**src/rtl/inst_fetcher.sv**
```systemverilog
// Instruction fetcher: IDLE/FETCH cache handshake feeding a small decode queue.
// Define IFETCH_JAL_PREDICT_EN to redirect fetch on JAL and mark entries as predicted.
module inst_fetcher #(
    parameter int          QUEUE_DEPTH = 4,
    parameter logic [31:0] RESET_PC    = 32'h0
) (
    input  logic        clk_in,
    input  logic        rst_in,
    input  logic        rdy_in,
    input  logic        rob_clear_up,
    input  logic [31:0] rob_new_pc,
    output logic [31:0] pc,
    output logic        start_fetch,
    input  logic        fetch_ready,
    input  logic [31:0] inst,
    input  logic [31:0] inst_addr,
    output logic        dec_valid,
    output logic [31:0] dec_inst,
    output logic [31:0] dec_pc,
    output logic        dec_pred_jump,
    input  logic        dec_ready
);

    localparam int AW = $clog2(QUEUE_DEPTH);
    localparam int CW = AW + 1;

    typedef enum logic {
        IDLE  = 1'b0,
        FETCH = 1'b1
    } state_t;

    state_t        r_state;
    state_t        w_state_nxt;
    logic [31:0]   r_pc;
    logic [31:0]   r_q_inst [QUEUE_DEPTH];
    logic [31:0]   r_q_pc   [QUEUE_DEPTH];
    logic [AW-1:0] r_head;
    logic [AW-1:0] r_tail;
    logic [CW-1:0] r_count;
    logic          w_room;
    logic          w_flush;
    logic          w_push;
    logic          w_pop;
    logic [31:0]   w_next_pc;

    assign w_room  = (r_count < CW'(QUEUE_DEPTH));
    assign w_flush = rdy_in & rob_clear_up;
    assign w_push  = rdy_in & ~rob_clear_up & (r_state == FETCH) & fetch_ready;
    assign w_pop   = rdy_in & ~rob_clear_up & dec_valid & dec_ready;

    assign pc          = r_pc;
    assign start_fetch = (r_state == FETCH);
    assign dec_valid   = (r_count != '0);
    assign dec_inst    = dec_valid ? r_q_inst[r_head] : 32'h0;
    assign dec_pc      = dec_valid ? r_q_pc[r_head] : 32'h0;

`ifdef IFETCH_JAL_PREDICT_EN
    logic          r_q_pred [QUEUE_DEPTH];
    logic          w_is_jal;
    logic [31:0]   w_jimm;

    assign w_is_jal  = (inst[6:0] == 7'b1101111);
    assign w_jimm    = {{11{inst[31]}}, inst[31], inst[19:12],
                        inst[20], inst[30:21], 1'b0};
    assign w_next_pc = w_is_jal ? (r_pc + w_jimm) : (r_pc + 32'd4);

    assign dec_pred_jump = dec_valid & r_q_pred[r_head];

    always_ff @(posedge clk_in) begin
        if (w_push) begin
            r_q_pred[r_tail] <= w_is_jal;
        end
    end
`else
    assign w_next_pc     = r_pc + 32'd4;
    assign dec_pred_jump = 1'b0;
`endif

    // A flush always wins, so the cache sees one idle cycle before the next request.
    always_comb begin
        w_state_nxt = r_state;
        case (r_state)
            IDLE:  if (w_room) w_state_nxt = FETCH;
            FETCH: if (fetch_ready) w_state_nxt = IDLE;
        endcase
        if (rob_clear_up) begin
            w_state_nxt = IDLE;
        end
    end

    always_ff @(posedge clk_in or posedge rst_in) begin
        if (rst_in) begin
            r_state <= IDLE;
        end else if (rdy_in) begin
            r_state <= w_state_nxt;
        end
    end

    always_ff @(posedge clk_in or posedge rst_in) begin
        if (rst_in) begin
            r_pc <= RESET_PC;
        end else if (w_flush) begin
            r_pc <= rob_new_pc;
        end else if (w_push) begin
            r_pc <= w_next_pc;
        end
    end

    always_ff @(posedge clk_in or posedge rst_in) begin
        if (rst_in) begin
            r_head  <= '0;
            r_tail  <= '0;
            r_count <= '0;
        end else if (w_flush) begin
            r_head  <= '0;
            r_tail  <= '0;
            r_count <= '0;
        end else begin
            if (w_push) begin
                r_tail <= r_tail + 1'b1;
            end
            if (w_pop) begin
                r_head <= r_head + 1'b1;
            end
            if (w_push && !w_pop) begin
                r_count <= r_count + 1'b1;
            end else if (w_pop && !w_push) begin
                r_count <= r_count - 1'b1;
            end
        end
    end

    // Payload needs no reset: outputs are masked by dec_valid.
    always_ff @(posedge clk_in) begin
        if (w_push) begin
            r_q_inst[r_tail] <= inst;
            r_q_pc[r_tail]   <= inst_addr;
        end
    end

endmodule

```
**config.mk**
```make
export PLATFORM = sky130hd
export DESIGN_NAME = inst_fetcher
export DESIGN_NICKNAME = d
export VERILOG_FILES = /design/src/rtl/inst_fetcher.sv
export SDC_FILE = /design/constraint.sdc
export NUM_CORES = 1
export LEC_CHECK = 0
export BUFFER_PORTS_ARGS = -buffer_cell sky130_fd_sc_hd__buf_4
export CAP_MARGIN = 20
export CELL_PAD_IN_SITES_DETAIL_PLACEMENT = 2
export CELL_PAD_IN_SITES_GLOBAL_PLACEMENT = 2
export CORE_MARGIN = 5
export CORE_UTILIZATION = 37
export DETAILED_ROUTE_END_ITERATION = 7
export GPL_TIMING_DRIVEN = 0
export HOLD_SLACK_MARGIN = 0.03
export PLACE_DENSITY = 0.83
export RECOVER_POWER = 50
export SLEW_MARGIN = 10
export SYNTH_ARGS = -nofsm -noshare
export SYNTH_HDL_FRONTEND = slang
export SYNTH_SLANG_ARGS = --single-unit
export TNS_END_PERCENT = 1
```
**constraint.sdc**
```tcl
create_clock -name clk_in -period 2.7 [get_ports clk_in]
set_input_delay 0.27 -clock clk_in [delete_from_list [all_inputs] [get_ports clk_in]]
set_output_delay 0.27 -clock clk_in [all_outputs]
set_load 0.01 [all_outputs]
```
Word level (Yosys, flattened, before mapping)
Memories as Yosys holds them, arrays and structs flattened.
Index checks and enable logic that the tools add are counted.
{ "word_totals": {"ff_bits": 40, "latch_bits": 0, "mem_bits_rw": 256, "romBits": 0, "inputBits": 102, "elab_cells": 46, "mem_count": 2} }
{ "mem_list": {"columns": ["name", "words", "word_bits", "read_ports", "rd_clocked_by_memory_dff", "write_ports", "line", "source"], "rows": [
  ["r_q_inst", 4, 32, 1, 0, 1, "35", "logic [31:0] r_q_inst [QUEUE_DEPTH];"],
  ["r_q_pc", 4, 32, 1, 0, 1, "36", "logic [31:0] r_q_pc [QUEUE_DEPTH];"]
]} }
{ "classes": {"n_addsub": 5, "n_mul": 0, "n_div": 0, "magnitude_cmp": 1, "eq_ne": 0, "shifts": 0, "muxes": 17, "bitwise": 8, "reduce_logical": 8} }
{ "ops": {"columns": ["operator", "n"], "rows": [
  ["32-bit two-way mux", 4],
  ["32-bit by 3-bit adder with 32-bit output (second input constant)", 1],
  ["3-bit two-way mux", 3],
  ["2-bit two-way mux", 4],
  ["1-bit bitwise AND", 6],
  ["3-bit nonzero test", 2],
  ["1-bit two-way mux", 5],
  ["2-bit by 1-bit adder with 2-bit output (second input constant)", 2],
  ["2-bit nonzero test", 2],
  ["3-bit by 1-bit adder with 3-bit output (second input constant)", 1],
  ["3-bit less-than comparator (second input constant)", 1],
  ["3-bit by 1-bit subtractor with 3-bit output (second input constant)", 1],
  ["1-bit logical AND", 2],
  ["1-bit logical NOT", 2],
  ["1-bit NOT", 2],
  ["1-bit one-hot mux with 2 select lines", 1]
]} }

Logic depth before layout (Yosys ltp)
{ "depth": {"ltp_word": 9, "mapped_depth": 8, "mapped_depth_nobuf": 7} }

Worst setup path after synthesis
No wires, ideal clock.
{ "synth_timing": {"path_kind": "flip-flop to flip-flop", "startpoint": "reg r_state, in the netlist start_fetch", "endpoint": "mem r_q_inst[1][0] (enable)", "setup_time_ns": 0.429, "t_arrival_ns": 2.478, "required_time_ns": 2.271, "path_slack_ns": -0.207, "stages_incl_launch_ff": 4, "path_buffers": 1, "synth_period_minus_slack_ns": 2.907, "path_cell_list": "dfrtp_1 and4b_1 clkbuf_1 and2_1"} }
{ "synth_between": {"elab_chain_cells": 4} }
{ "synth_lines": {"columns": ["item", "line", "source"], "rows": [
  ["start: declaration", "32", "state_t r_state;"],
  ["start signal: assignment", "95", "r_state <= w_state_nxt;"],
  ["1-bit bitwise AND (2 in a row)", "48", "assign w_push = rdy_in & ~rob_clear_up & (r_state == FETCH) & fetch_ready;"],
  ["1-bit two-way mux", "135", "if (w_push) begin"],
  ["1-bit two-way mux (not written as such)", "136", "r_q_inst[r_tail] <= inst;"],
  ["end: declaration", "35", null]
]} }
No other way between the ends.

Worst setup path after layout
{ "layout_timing": {"startpoint": "reg r_head[1]", "endpoint": "out dec_inst[23]"} }
{ "layout_between": {"elab_chain_cells": 2} }
{ "layout_lines": {"columns": ["item", "line", "source"], "rows": [
  ["start: declaration", "37", "logic [AW-1:0] r_head;"],
  ["start signal: assignment", "123", "r_head <= r_head + 1'b1;"],
  ["memory read 4 x 32 bit", null, null],
  ["32-bit two-way mux", "54", "assign dec_inst = dec_valid ? r_q_inst[r_head] : 32'h0;"],
  ["end: declaration", "18", "output logic [31:0] dec_inst,"]
]} }
No other way between the ends.

==> impl_metrics.tcl <==
set metrics [dict create \
    startpoint "r_head[1]$_DFFE_PP0P_" \
    hold_depth 3 \
    insertion_delay_ns 0.49 \
    grtUsageTotal_pct 19.0 \
    required_ns 2.43 \
    critPathMaxStageDelay_ns 0.39 \
    postSynth.asyncResetShare_pct 13.5 \
    cts_buffers 34 \
    drc 0 \
    reg2regPathDepth 8 \
    final_max_slew_viol_count 0 \
    vias 7606 \
    combinationalPowerShare_pct 30.6 \
    crit_chain "clkbuf_2, clkbuf_2, mux4_2, and2_1, buf_4" \
    clock_power_share_pct 30.8 \
    hold_start "rob_new_pc[29]" \
    post-route-cell-area_um2 15700 \
    ys_types 50 \
    min_period_ns 2.59 \
    syn_inst 692 \
    yosys.area_share.adder_pct 0.683 \
    ir_drop_v 0.000412 \
    worst-path-buf-inv 3 \
    worst-r2r-setup-slack_ns 0.30 \
    total_power_mw 13.7 \
    worst_hold_slack_ns 0.0601 \
    clkTransAtPathRegs_ns 0.06 \
    nets 1118 \
    synth_nets 800 \
    rows 66 \
    drt_iter0_drc 329 \
    synth_ff_type "edfxtp_1" \
    cts_tree "built" \
    swShare_pct 29.3 \
    intPower_mw 9.69 \
    hold_path_class "in -> reg" \
    place_congestion 0.800 \
    die-height_um 191 \
    synth_compound_area_share_pct 3.65 \
    clockBufferDepth 3 \
    hold_viol_final 0 \
    grt_pass1_vias 8678 \
    grt_overflow 0 \
    grt_setup_unrepaired "no" \
    cts.sink_count 296 \
    cts_root_buf "clkbuf_16" \
    area_growth_pct 30.0 \
    start_util_pct 37.3 \
    post_synth_xor_area_fraction_pct 0.290 \
    worst_r2r_startpoint "start_fetch$_DFFE_PP0P_" \
    synth_edf_count 256 \
    synth_area_leaders "edfxtp_1 (64%), mux4_2 (12%), dfrtp_1 (8.3%)" \
    worst_hold_path.endpoint "pc[29]$_DFFE_PP0P_" \
    grt_pass1_wl_mm 53.0 \
    r2r_end "r_count[2]$_DFFE_PP0P_" \
    die_area_um2 36400 \
    slowest_stage "dfrtp_1" \
    cp_max_fo 10 \
    finalClockSkew_ns 0.00803 \
    hpwl_mm 23.3 \
    h-tree-depth 2 \
    finalSetupViolCount 0 \
    seq_power_share_pct 38.6 \
    wire_per_inst_um 23.2 \
    synthSimpleGateAreaFrac_pct 9.63 \
    period_share_pct 95.8 \
    seq_area_frac_synth_pct 71.9 \
    synth_warnings 0 \
    syn_area_per_cell_um2 17.5 \
    fin_util_pct 48.5 \
    numPortBuffers 199 \
    yosys.area.top_type "edfxtp_1" \
    power_density_nw_per_um2 872 \
    fmax_mhz 387 \
    drt_pass1_iterations 4 \
    power_switching_mw 4.01 \
    die_x_um 191 \
    critPathCaptureType "primary output" \
    status "finished clean" \
    tightestPinTransition_ns 1.36 \
    synth_area_um2 12100 \
    cp.arrival_ns 2.32 \
    yosysTopAreaCellShare_pct 63.6 \
    cp_top_family "buffers and inverters" \
    placedInstanceArea_um2 14300 \
    max-cap-violations 0 \
    synth.area.mux_share_pct 12.2 \
    drt-total-wl_mm 34.3 \
    synth_top_family_by_area "multiplexers" \
    slew_headroom_pct 9.30 \
    finalSetupTns_ns 0 \
    core-area_um2 32400 \
    synth_seq_cells 296 \
    layout-drive-gt1-share_pct 22.8 \
    ios 201 \
    critical_path_class "reg -> out" \
    ant_nets 0 \
    vias_per_cell 5.15 \
    antenna_found_initial 2 \
    cp-start-kind "flip-flop" \
    post_cts_buffers 0 \
    p_leak_nw 5.40 \
    grt_max_degree 49 \
    path_common_cell "clkbuf_2" \
]
[per-stage QoR]
stage,instances,worst slack [ns]
6_report,1477,0.113
5_1_grt,1476,0.00382
4_1_cts,1476,-0.0615
3_5_place_dp,1338,0.0550
3_3_place_gp,1333,-1.68
2_1_floorplan,692,-0.207
[sequential cells by signal (all words and copies together) (netlist names)]
register / flops
r_q_inst: 128
r_q_pc: 128
pc: 32
r_count: 3
r_head: 2
r_tail: 2
start_fetch: 1
[power groups by stage]
stage / clock, mW / sequential [mW] / combinational [mW]
after floorplan: 0 / 5.36 / 2.23
after global placement: 0 / 5.37 / 4.08
after detailed placement: 0 / 5.38 / 4.23
after CTS: 4.36 / 5.29 / 4.37
after global routing: 4.58 / 5.31 / 4.56
final: 4.22 / 5.29 / 4.20
[kinds of logic after synthesis]
| logic type | count (synthesis) |
|---|---|
| multiplexers | 67 |
| AO/OA/AOI/OAI | 62 |
| adder cells (fa/ha/maj) | 6 |
| buffers and inverters | 50 |
| AND/OR/NAND/NOR | 206 |
| flip-flops | 296 |
| other | 1 |
| XOR/XNOR | 4 |
[per-layer routing]
metal  up-vias  global-route usage (%)  share of wire (%)
met5         -                       0              0.020
met4         2                    4.48                1.9
met3        47                    3.79                4.6
met2       199                    33.1                 52
met1      3976                    24.6                 41
li1       3382                       -                  -
[cell type report]
cell class | instances | area [µm²]
sequential | 296 | 8690
buffer | 39 | 198
timing repair buffer | 282 | 2020
tap | 442 | 553
antenna | 1 | 2.50
clock buffer | 46 | 917
multi-input combinational | 346 | 3200
fill | 3114 | 16700
inverter | 11 | 41.3
clock inverter | 14 | 91.3
[cell usage after synthesis (all sizes together), types with 11 or more instances]
| master | instances |
|---|---|
| edfxtp | 256 |
| and2 | 71 |
| mux4 | 64 |
| dfrtp | 40 |
| nand2 | 31 |
| clkbuf | 28 |
| nor2 | 26 |
| nand3 | 15 |
| a31oi | 13 |
| buf | 11 |
| inv | 11 |
| nor3 | 11 |
[worst register-to-register path: cells and delay by family (launching register included)]
family | cells | cell delay [ns]
flops | 1 | 0.44
buf+inv | 1 | 0.42
mux | 2 | 0.42
fa+ha+maj | 1 | 0.39
simple gates | 2 | 0.37
compound gates | 2 | 0.22
[worst max-delay path by stage]
| stage | end | slack (ns) | depth (start not counted) |
|---|---|---|---|
| 6_report | dec_inst[23] | 0.11 | 5 |
| 5_1_grt | dec_pc[15] | 0.004 | 6 |
| 4_1_cts | dec_pc[22] | -0.06 | 6 |
| 3_5_place_dp | dec_pc[22] | 0.06 | 5 |
| 3_3_place_gp | r_q_inst[2][19]$_DFFE_PP_ | -1.68 | 3 |
| 2_1_floorplan | r_q_inst[2][0]$_DFFE_PP_ | -0.21 | 3 |
[timing repair]
item	4_1_cts	5_1_grt
gates resized for setup	13	7
endpoints found under the setup margin	63	22
hold buffers	78	0
endpoints found under the hold margin	286	0
[cell usage in the layout, fill, tap and decap left out, types with 10 or more instances in the layout]
cell type	Yosys	layout
edfxtp_1	256	256
mux4_2	64	64
dlygate4sd3_1	0	78
inv_1	11	11
buf_4	1	101
nor3_1	11	11
nand2_1	31	31
o31ai_1	10	10
dfrtp_1	40	40
nor2_1	26	26
and2_1	71	66
clkbuf_1	28	132
a31oi_1	13	13
or4_1	10	10
nand3_1	15	15
clkbuf_16	0	35
Note: power is estimated with default switching activity, not from simulation.
